`src/rtl/hj_pkg.sv`:
```
// hj_pkg: grade encodings, default timing windows/points and FSM state type for hit_judge
package hj_pkg;
    typedef enum logic [1:0] {
        G_MISS    = 2'd0,
        G_OK      = 2'd1,
        G_GOOD    = 2'd2,
        G_PERFECT = 2'd3
    } grade_t;
    typedef enum logic {
        S_IDLE = 1'b0,
        S_PLAY = 1'b1
    } state_t;
    localparam int DEF_TARGET_Y    = 400;
    localparam int DEF_WIN_PERFECT = 10;
    localparam int DEF_WIN_GOOD    = 50;
    localparam int DEF_WIN_OK      = 80;
    localparam int DEF_PTS_PERFECT = 500;
    localparam int DEF_PTS_GOOD    = 300;
    localparam int DEF_PTS_OK      = 100;
endpackage

```
`src/rtl/hj_grade.sv`:
```
// hj_grade: combinational distance-to-target grading of one arrow y into grade and base points
module hj_grade
    import hj_pkg::*;
#(
    parameter int Y_W         = 10,
    parameter int SCORE_W     = 20,
    parameter int TARGET_Y    = DEF_TARGET_Y,
    parameter int WIN_PERFECT = DEF_WIN_PERFECT,
    parameter int WIN_GOOD    = DEF_WIN_GOOD,
    parameter int WIN_OK      = DEF_WIN_OK,
    parameter int PTS_PERFECT = DEF_PTS_PERFECT,
    parameter int PTS_GOOD    = DEF_PTS_GOOD,
    parameter int PTS_OK      = DEF_PTS_OK
) (
    input  logic [Y_W-1:0]     y,
    output grade_t             grade,
    output logic [SCORE_W-1:0] base
);
    logic signed [Y_W+1:0] diff;
    logic [Y_W+1:0]        mag;
    assign diff  = $signed((Y_W+2)'(TARGET_Y)) - $signed({2'b00, y});
    assign mag   = diff[Y_W+1] ? -diff : diff;
    assign grade = (mag < (Y_W+2)'(WIN_PERFECT)) ? G_PERFECT :
                   (mag < (Y_W+2)'(WIN_GOOD))    ? G_GOOD    :
                   (mag < (Y_W+2)'(WIN_OK))      ? G_OK      : G_MISS;
    assign base  = (grade == G_PERFECT) ? SCORE_W'(PTS_PERFECT) :
                   (grade == G_GOOD)    ? SCORE_W'(PTS_GOOD)    :
                   (grade == G_OK)      ? SCORE_W'(PTS_OK)      : '0;
endmodule

```
`src/rtl/hit_judge.sv`:
```
// hit_judge: per-lane press capture, lowest-lane-first judging, combo multiplier and saturating score
module hit_judge
    import hj_pkg::*;
#(
    parameter int LANES       = 4,
    parameter int Y_W         = 10,
    parameter int SCORE_W     = 20,
    parameter int TARGET_Y    = DEF_TARGET_Y,
    parameter int WIN_PERFECT = DEF_WIN_PERFECT,
    parameter int WIN_GOOD    = DEF_WIN_GOOD,
    parameter int WIN_OK      = DEF_WIN_OK,
    parameter int PTS_PERFECT = DEF_PTS_PERFECT,
    parameter int PTS_GOOD    = DEF_PTS_GOOD,
    parameter int PTS_OK      = DEF_PTS_OK
) (
    input  logic                     clk,
    input  logic                     rst,
    input  logic                     start,
    input  logic                     stop,
    input  logic [LANES-1:0]         btn_valid,
    input  logic [LANES*Y_W-1:0]     y_coord,
    output logic                     hit_valid,
    output logic [$clog2(LANES)-1:0] hit_lane,
    output logic [1:0]               hit_grade,
    output logic [SCORE_W-1:0]       hit_pts,
    output logic [LANES-1:0]         arrow_flag,
    output logic [15:0]              combo,
    output logic [SCORE_W-1:0]       score,
    output logic                     busy
);
    localparam int LW = $clog2(LANES);
    state_t                    state_q, state_d;
    logic [LANES-1:0]          btn_q, btn_d, pending_q, pending_d, rise, req, pick;
    logic [LANES-1:0][Y_W-1:0] y_q, y_d;
    logic [LW-1:0]             sel_lane;
    logic [Y_W-1:0]            sel_y;
    logic                      play, judge;
    grade_t                    grade;
    logic [SCORE_W-1:0]        base, pts, score_q, score_d, hit_pts_q, hit_pts_d;
    logic [SCORE_W+1:0]        pts_wide;
    logic [SCORE_W:0]          sum;
    logic [15:0]               combo_q, combo_d;
    logic                      hit_valid_q, hit_valid_d;
    logic [LW-1:0]             hit_lane_q, hit_lane_d;
    grade_t                    hit_grade_q, hit_grade_d;
    logic [LANES-1:0]          arrow_q, arrow_d;

    assign play  = state_q == S_PLAY;
    assign rise  = btn_valid & ~btn_q;
    assign req   = play ? (pending_q | rise) : '0;
    assign judge = play && !start && !stop && |req;

    // A lane rising this very cycle is judged on its live y, which also covers the overwrite case.
    always_comb begin
        sel_lane = '0;
        sel_y    = '0;
        for (int l = LANES - 1; l >= 0; l--) begin
            if (req[l]) begin
                sel_lane = LW'(l);
                sel_y    = rise[l] ? y_coord[l*Y_W +: Y_W] : y_q[l];
            end
        end
    end

    hj_grade #(
        .Y_W(Y_W), .SCORE_W(SCORE_W), .TARGET_Y(TARGET_Y),
        .WIN_PERFECT(WIN_PERFECT), .WIN_GOOD(WIN_GOOD), .WIN_OK(WIN_OK),
        .PTS_PERFECT(PTS_PERFECT), .PTS_GOOD(PTS_GOOD), .PTS_OK(PTS_OK)
    ) u_grade (
        .y    (sel_y),
        .grade(grade),
        .base (base)
    );

    assign pts_wide = {2'b00, base} << ((combo_q < 16'd10) ? 2'd0 : (combo_q < 16'd30) ? 2'd1 : 2'd2);
    assign pts      = |pts_wide[SCORE_W+1:SCORE_W] ? '1 : pts_wide[SCORE_W-1:0];
    assign sum      = {1'b0, score_q} + {1'b0, pts};
    assign pick     = judge ? (LANES'(1) << sel_lane) : '0;

    always_comb begin
        state_d     = state_q;
        btn_d       = btn_valid;
        pending_d   = req & ~pick;
        for (int l = 0; l < LANES; l++) y_d[l] = (play && rise[l]) ? y_coord[l*Y_W +: Y_W] : y_q[l];
        score_d     = judge ? (sum[SCORE_W] ? '1 : sum[SCORE_W-1:0]) : score_q;
        combo_d     = !judge ? combo_q : (grade == G_MISS) ? '0 : (&combo_q) ? combo_q : combo_q + 16'd1;
        hit_valid_d = judge;
        hit_lane_d  = judge ? sel_lane : '0;
        hit_grade_d = judge ? grade : G_MISS;
        hit_pts_d   = judge ? pts : '0;
        arrow_d     = pick;
        if (play && stop) begin
            state_d   = S_IDLE;
            pending_d = '0;
        end else if (start) begin
            state_d   = S_PLAY;
            pending_d = '0;
            score_d   = '0;
            combo_d   = '0;
        end
    end

    always_ff @(posedge clk) begin
        if (rst) begin
            state_q     <= S_IDLE;
            btn_q       <= '0;
            pending_q   <= '0;
            y_q         <= '0;
            score_q     <= '0;
            combo_q     <= '0;
            hit_valid_q <= 1'b0;
            hit_lane_q  <= '0;
            hit_grade_q <= G_MISS;
            hit_pts_q   <= '0;
            arrow_q     <= '0;
        end else begin
            state_q     <= state_d;
            btn_q       <= btn_d;
            pending_q   <= pending_d;
            y_q         <= y_d;
            score_q     <= score_d;
            combo_q     <= combo_d;
            hit_valid_q <= hit_valid_d;
            hit_lane_q  <= hit_lane_d;
            hit_grade_q <= hit_grade_d;
            hit_pts_q   <= hit_pts_d;
            arrow_q     <= arrow_d;
        end
    end

    assign hit_valid  = hit_valid_q;
    assign hit_lane   = hit_lane_q;
    assign hit_grade  = hit_grade_q;
    assign hit_pts    = hit_pts_q;
    assign arrow_flag = arrow_q;
    assign combo      = combo_q;
    assign score      = score_q;
    assign busy       = play;
endmodule

```
`config.mk`:
```
export PLATFORM = sky130hd
export DESIGN_NAME = hit_judge
export DESIGN_NICKNAME = d
export VERILOG_FILES = /design/src/rtl/hj_pkg.sv /design/src/rtl/hj_grade.sv /design/src/rtl/hit_judge.sv
export SDC_FILE = /design/constraint.sdc
export NUM_CORES = 1
export LEC_CHECK = 0
export ABC_AREA = 1
export ABC_CLOCK_PERIOD_IN_PS = 7100
export BUFFER_PORTS_ARGS = -buffer_cell sky130_fd_sc_hd__buf_2
export CAP_MARGIN = 40
export CORE_UTILIZATION = 52
export CTS_BUF_LIST = sky130_fd_sc_hd__clkbuf_16
export CTS_CLUSTER_DIAMETER = 30
export DETAILED_ROUTE_END_ITERATION = 10
export PLACE_DENSITY_LB_ADDON = 0.25
export SETUP_SLACK_MARGIN = 0.4
export SLEW_MARGIN = 20
export SYNTH_ARGS = -nofsm -noshare
export SYNTH_HDL_FRONTEND = slang
export SYNTH_SLANG_ARGS = --single-unit
```
`constraint.sdc`:
```
create_clock -name clk -period 7.1 [get_ports clk]
set_input_delay 1.42 -clock clk [delete_from_list [all_inputs] [get_ports clk]]
set_output_delay 1.42 -clock clk [all_outputs]
set_load 0.03 [all_outputs]
```
==> impl_results.md <==
* DR WL/cell at 12.4 um
* Synth Cell Area at 0.00610 sq mm
* Initial antenna violation count at 0
* CTS H-tree depth at 3
* Cell variety after synth at 46
* Critical path launch point type: primary input
* Via density at 5.12
* Most frequent cell after synthesis: nand2_1
* Asr flop ratio synth at 0%
* TritonCTS clock tree: yes
* Synth area leaders: dfxtp_1 34%, nand2_1 12%, inv_1 7.0%, a21oi_1 6.6%, o21ai_0 6.2%
* Leakage at 3.31 nW
* Clk sinks at 104
* Slew @ Worst Pin at 0.872 ns
* RePlAce Congestion at 0.904
* Die Height at 110 um
* R2R Setup Slk at 1.35 ns
* GRT Total Usage at 24.3%
* Top Ports at 114
* CP Capture Type: flip-flop
* Clock Skews at 0.00724 ns
* Peak VDD IR at 0.000142 V
* Max Clock Freq at 166 MHz
* Residual overflow from global routing at 0
* Most used cell, CP: nand2_1
* Clk slew on worst S/H paths at 0.07 ns
* Max incr delay on CP at 0.25 ns
* Failing checks: design-rule violations
* Root Buffer: clkbuf_16
* Seq/Total Area, Yosys at 34.1%
* Max-cap viol count at 0
* DR iter-0 viols at 487
* Nets at 1070
* Final Util at 61.7%
* Status: finished with violations
* Initial Util at 53.4%
* Data required, critical path at 7.39 ns
* CTS Buffer Depth at 2
* Yosys top cell area share at 34.1%
* R2R cell count at 36
* Worst r2r dst: score[18]
* Pwr/cell area at 206 mW/mm^2
* Skew-Pair Late Insertion Delay at 0.36 ns
* Area Growth Syn to Fin at 15.6%
* Via count at 5922
* Hold path endpoint: y_q[35]
* Final wirelength at 14400 um
* Syn Inst Count at 906
* Critical path class: in -> reg
* Die width at 110 um
* Mean Syn Cell Area at 6.73 sq um
* Main flop type after synthesis: dfxtp_1
* Hold Violations, Final at 0
* # port buffers at 103
* Top delay family on crit path: simple AND/OR/NAND/NOR gates
* Vias in the first global route at 4987
* RSZ-0062 raised after global routing: no
* Number of synthesized flops with an enable pin at 0
* Data arrival, critical path at 6.31 ns
* Placeable Area at 0.0114 sq mm
* Cell accounting for the most synthesized area: dfxtp_1
* Die area at 0.0122 sq mm
* RR Startpoint: busy
* Largest net degree at the start of global routing at 29
* Worst Path Buf+Inv at 6
* ANT nets after route at 0
* Num CTS Buffers at 9
* Max FO, Critical Path at 7
* Hold Path Depth at 2
* Slew Viols, Final at 0
* Hold wc startpoint: y_q[35]
* # rows at 39
* DRC viols at 2
* Number of setup violations in the final report at 0
* Post-route clock period utilization at 84.7%
* Final setup TNS at 0 ns
* Synth warnings at 0
* ANT cells at 0
* First-pass GRT wire length at 22800 um
* Layout cells sized above 1 at 20.3%
* Tightest Hold Check Type: reg -> reg
* Synthesized flop and latch total at 104
* DP HPWL at 10800 um
* Normalized max-slew margin at 41.8%
* Tmin final at 6.01 ns
* Top cells by instance count after synthesis: 202 x nand2_1, 114 x inv_1, 104 x dfxtp_1
* CP max stage cell: fa_1
* Pre-antenna DRT Iters at 8
==> where the power goes <==
group          total [mW]  switching (mW)  internal (mW)
combinational       0.354           0.240          0.113
sequential          0.608         0.00867          0.599
clock               0.491           0.220          0.271
==> layer usage <==
| layer | vias up | routed length (um) | GRT usage [%] | share of wire, % |
|---|---|---|---|---|
| li1 | 3133 | - | - | - |
| met1 | 2639 | 7200 | 34.5 | 50 |
| met2 | 137 | 6240 | 36.9 | 43 |
| met3 | 13 | 744 | 4.12 | 5.2 |
| met4 | 0 | 210 | 8.74 | 1.5 |
| met5 | - | 0 | 0 | 0 |
==> placed cells by master (no fill, tap or decap), drive strengths merged <==
| cell type | count |
|---|---|
| nand2 | 223 |
| inv | 124 |
| buf | 116 |
| dfxtp | 104 |
| nor2 | 88 |
| o21ai | 86 |
| a21oi | 85 |
| nand3 | 71 |
| nor3 | 19 |
| conb | 13 |
| xor2 | 12 |
| ha | 12 |
| clkbuf | 9 |
| a211oi | 7 |
| xnor2 | 6 |
| o211ai | 6 |
| clkinv | 6 |
| nand4 | 5 |
| a31oi | 5 |
| nor4 | 4 |
| o221ai | 2 |
| nor3b | 2 |
| or2 | 2 |
| a22oi | 1 |
| nand3b | 1 |
| o21bai | 1 |
| a31o | 1 |
| mux2 | 1 |
| fa | 1 |
| bufinv | 1 |
==> worst max path at each step <==
| stage | depth (start not counted) | endpoint | slack, ns | start |
|---|---|---|---|---|
| CTS | 37 | score[18] | 0.68 | btn_valid[0] |
| global route | 37 | score[18] | 0.39 | btn_valid[0] |
| finish | 37 | score[18] | 1.09 | btn_valid[0] |
| floorplan | 38 | score[17] | 1.41 | btn_valid[1] |
| detailed placement | 37 | score[18] | 0.33 | btn_valid[0] |
| global placement | 37 | score[18] | 0.55 | btn_valid[3] |
==> stage by stage <==
| step | cells | power [mW] | cell area (sq um) | hold slack [ns] | worst slack [ns] |
|---|---|---|---|---|---|
| floorplan | 918 | 0.896 | 6140 | 0.424 | 1.41 |
| global placement | 1133 | 0.959 | 6660 | 0.436 | 0.551 |
| detailed placement | 1133 | 0.963 | 6660 | 0.442 | 0.330 |
| CTS | 1149 | 1.45 | 6950 | 0.452 | 0.682 |
| global route | 1157 | 1.54 | 7050 | 0.477 | 0.395 |
| finish | 1157 | 1.45 | 7050 | 0.452 | 1.09 |
==> worst reg2reg max path: cells and delay by family, from the launching register on <==
kind | cells | cell delay, ns
AND/OR/NAND/NOR | 22 | 2.87
AO/OA/AOI/OAI | 7 | 0.92
flip-flops | 1 | 0.89
adder cells (fa/ha/maj) | 2 | 0.53
buffers and inverters | 5 | 0.49
==> sequential cells by signal (all words and copies together) (netlist names) <==
name	cells
hit_lane	2
score	20
hit_grade	2
hit_pts	10
y_q	40
btn_q	4
pending_q	4
combo	16
busy	1
hit_valid	1
arrow_flag	4
==> area by class of cell <==
class                           instances  area [sq um]
Sequential cell                       104          2080
Multi-Input combinational cell        654          3410
Timing Repair Buffer                  116           617
Fill cell                            1121          4370
Tap cell                              143           179
Clock inverter                          7          65.1
Clock buffer                            9           225
Inverter                              124           465
==> logic make-up after synthesis <==
kind of cell             after synthesis  synth area share, %
buffers and inverters                160                 11.1
XOR/XNOR                              18                 2.59
AO/OA/AOI/OAI                        194                 17.6
adder cells (fa/ha/maj)               13                 2.79
AND/OR/NAND/NOR                      415                 31.5
other                                  1               0.0615
flip-flops                           104                 34.1
multiplexers                           1                0.185
==> what timing repair did <==
item | 4_1_cts | 5_1_grt
hold buffers | 0 | 0
resized for setup | 0 | 9
buffers inserted | 0 | 7
setup endpoints to repair | 0 | 11
hold endpoints to repair | 0 | 0
No activity file was read; power rests on OpenSTA's default activity.
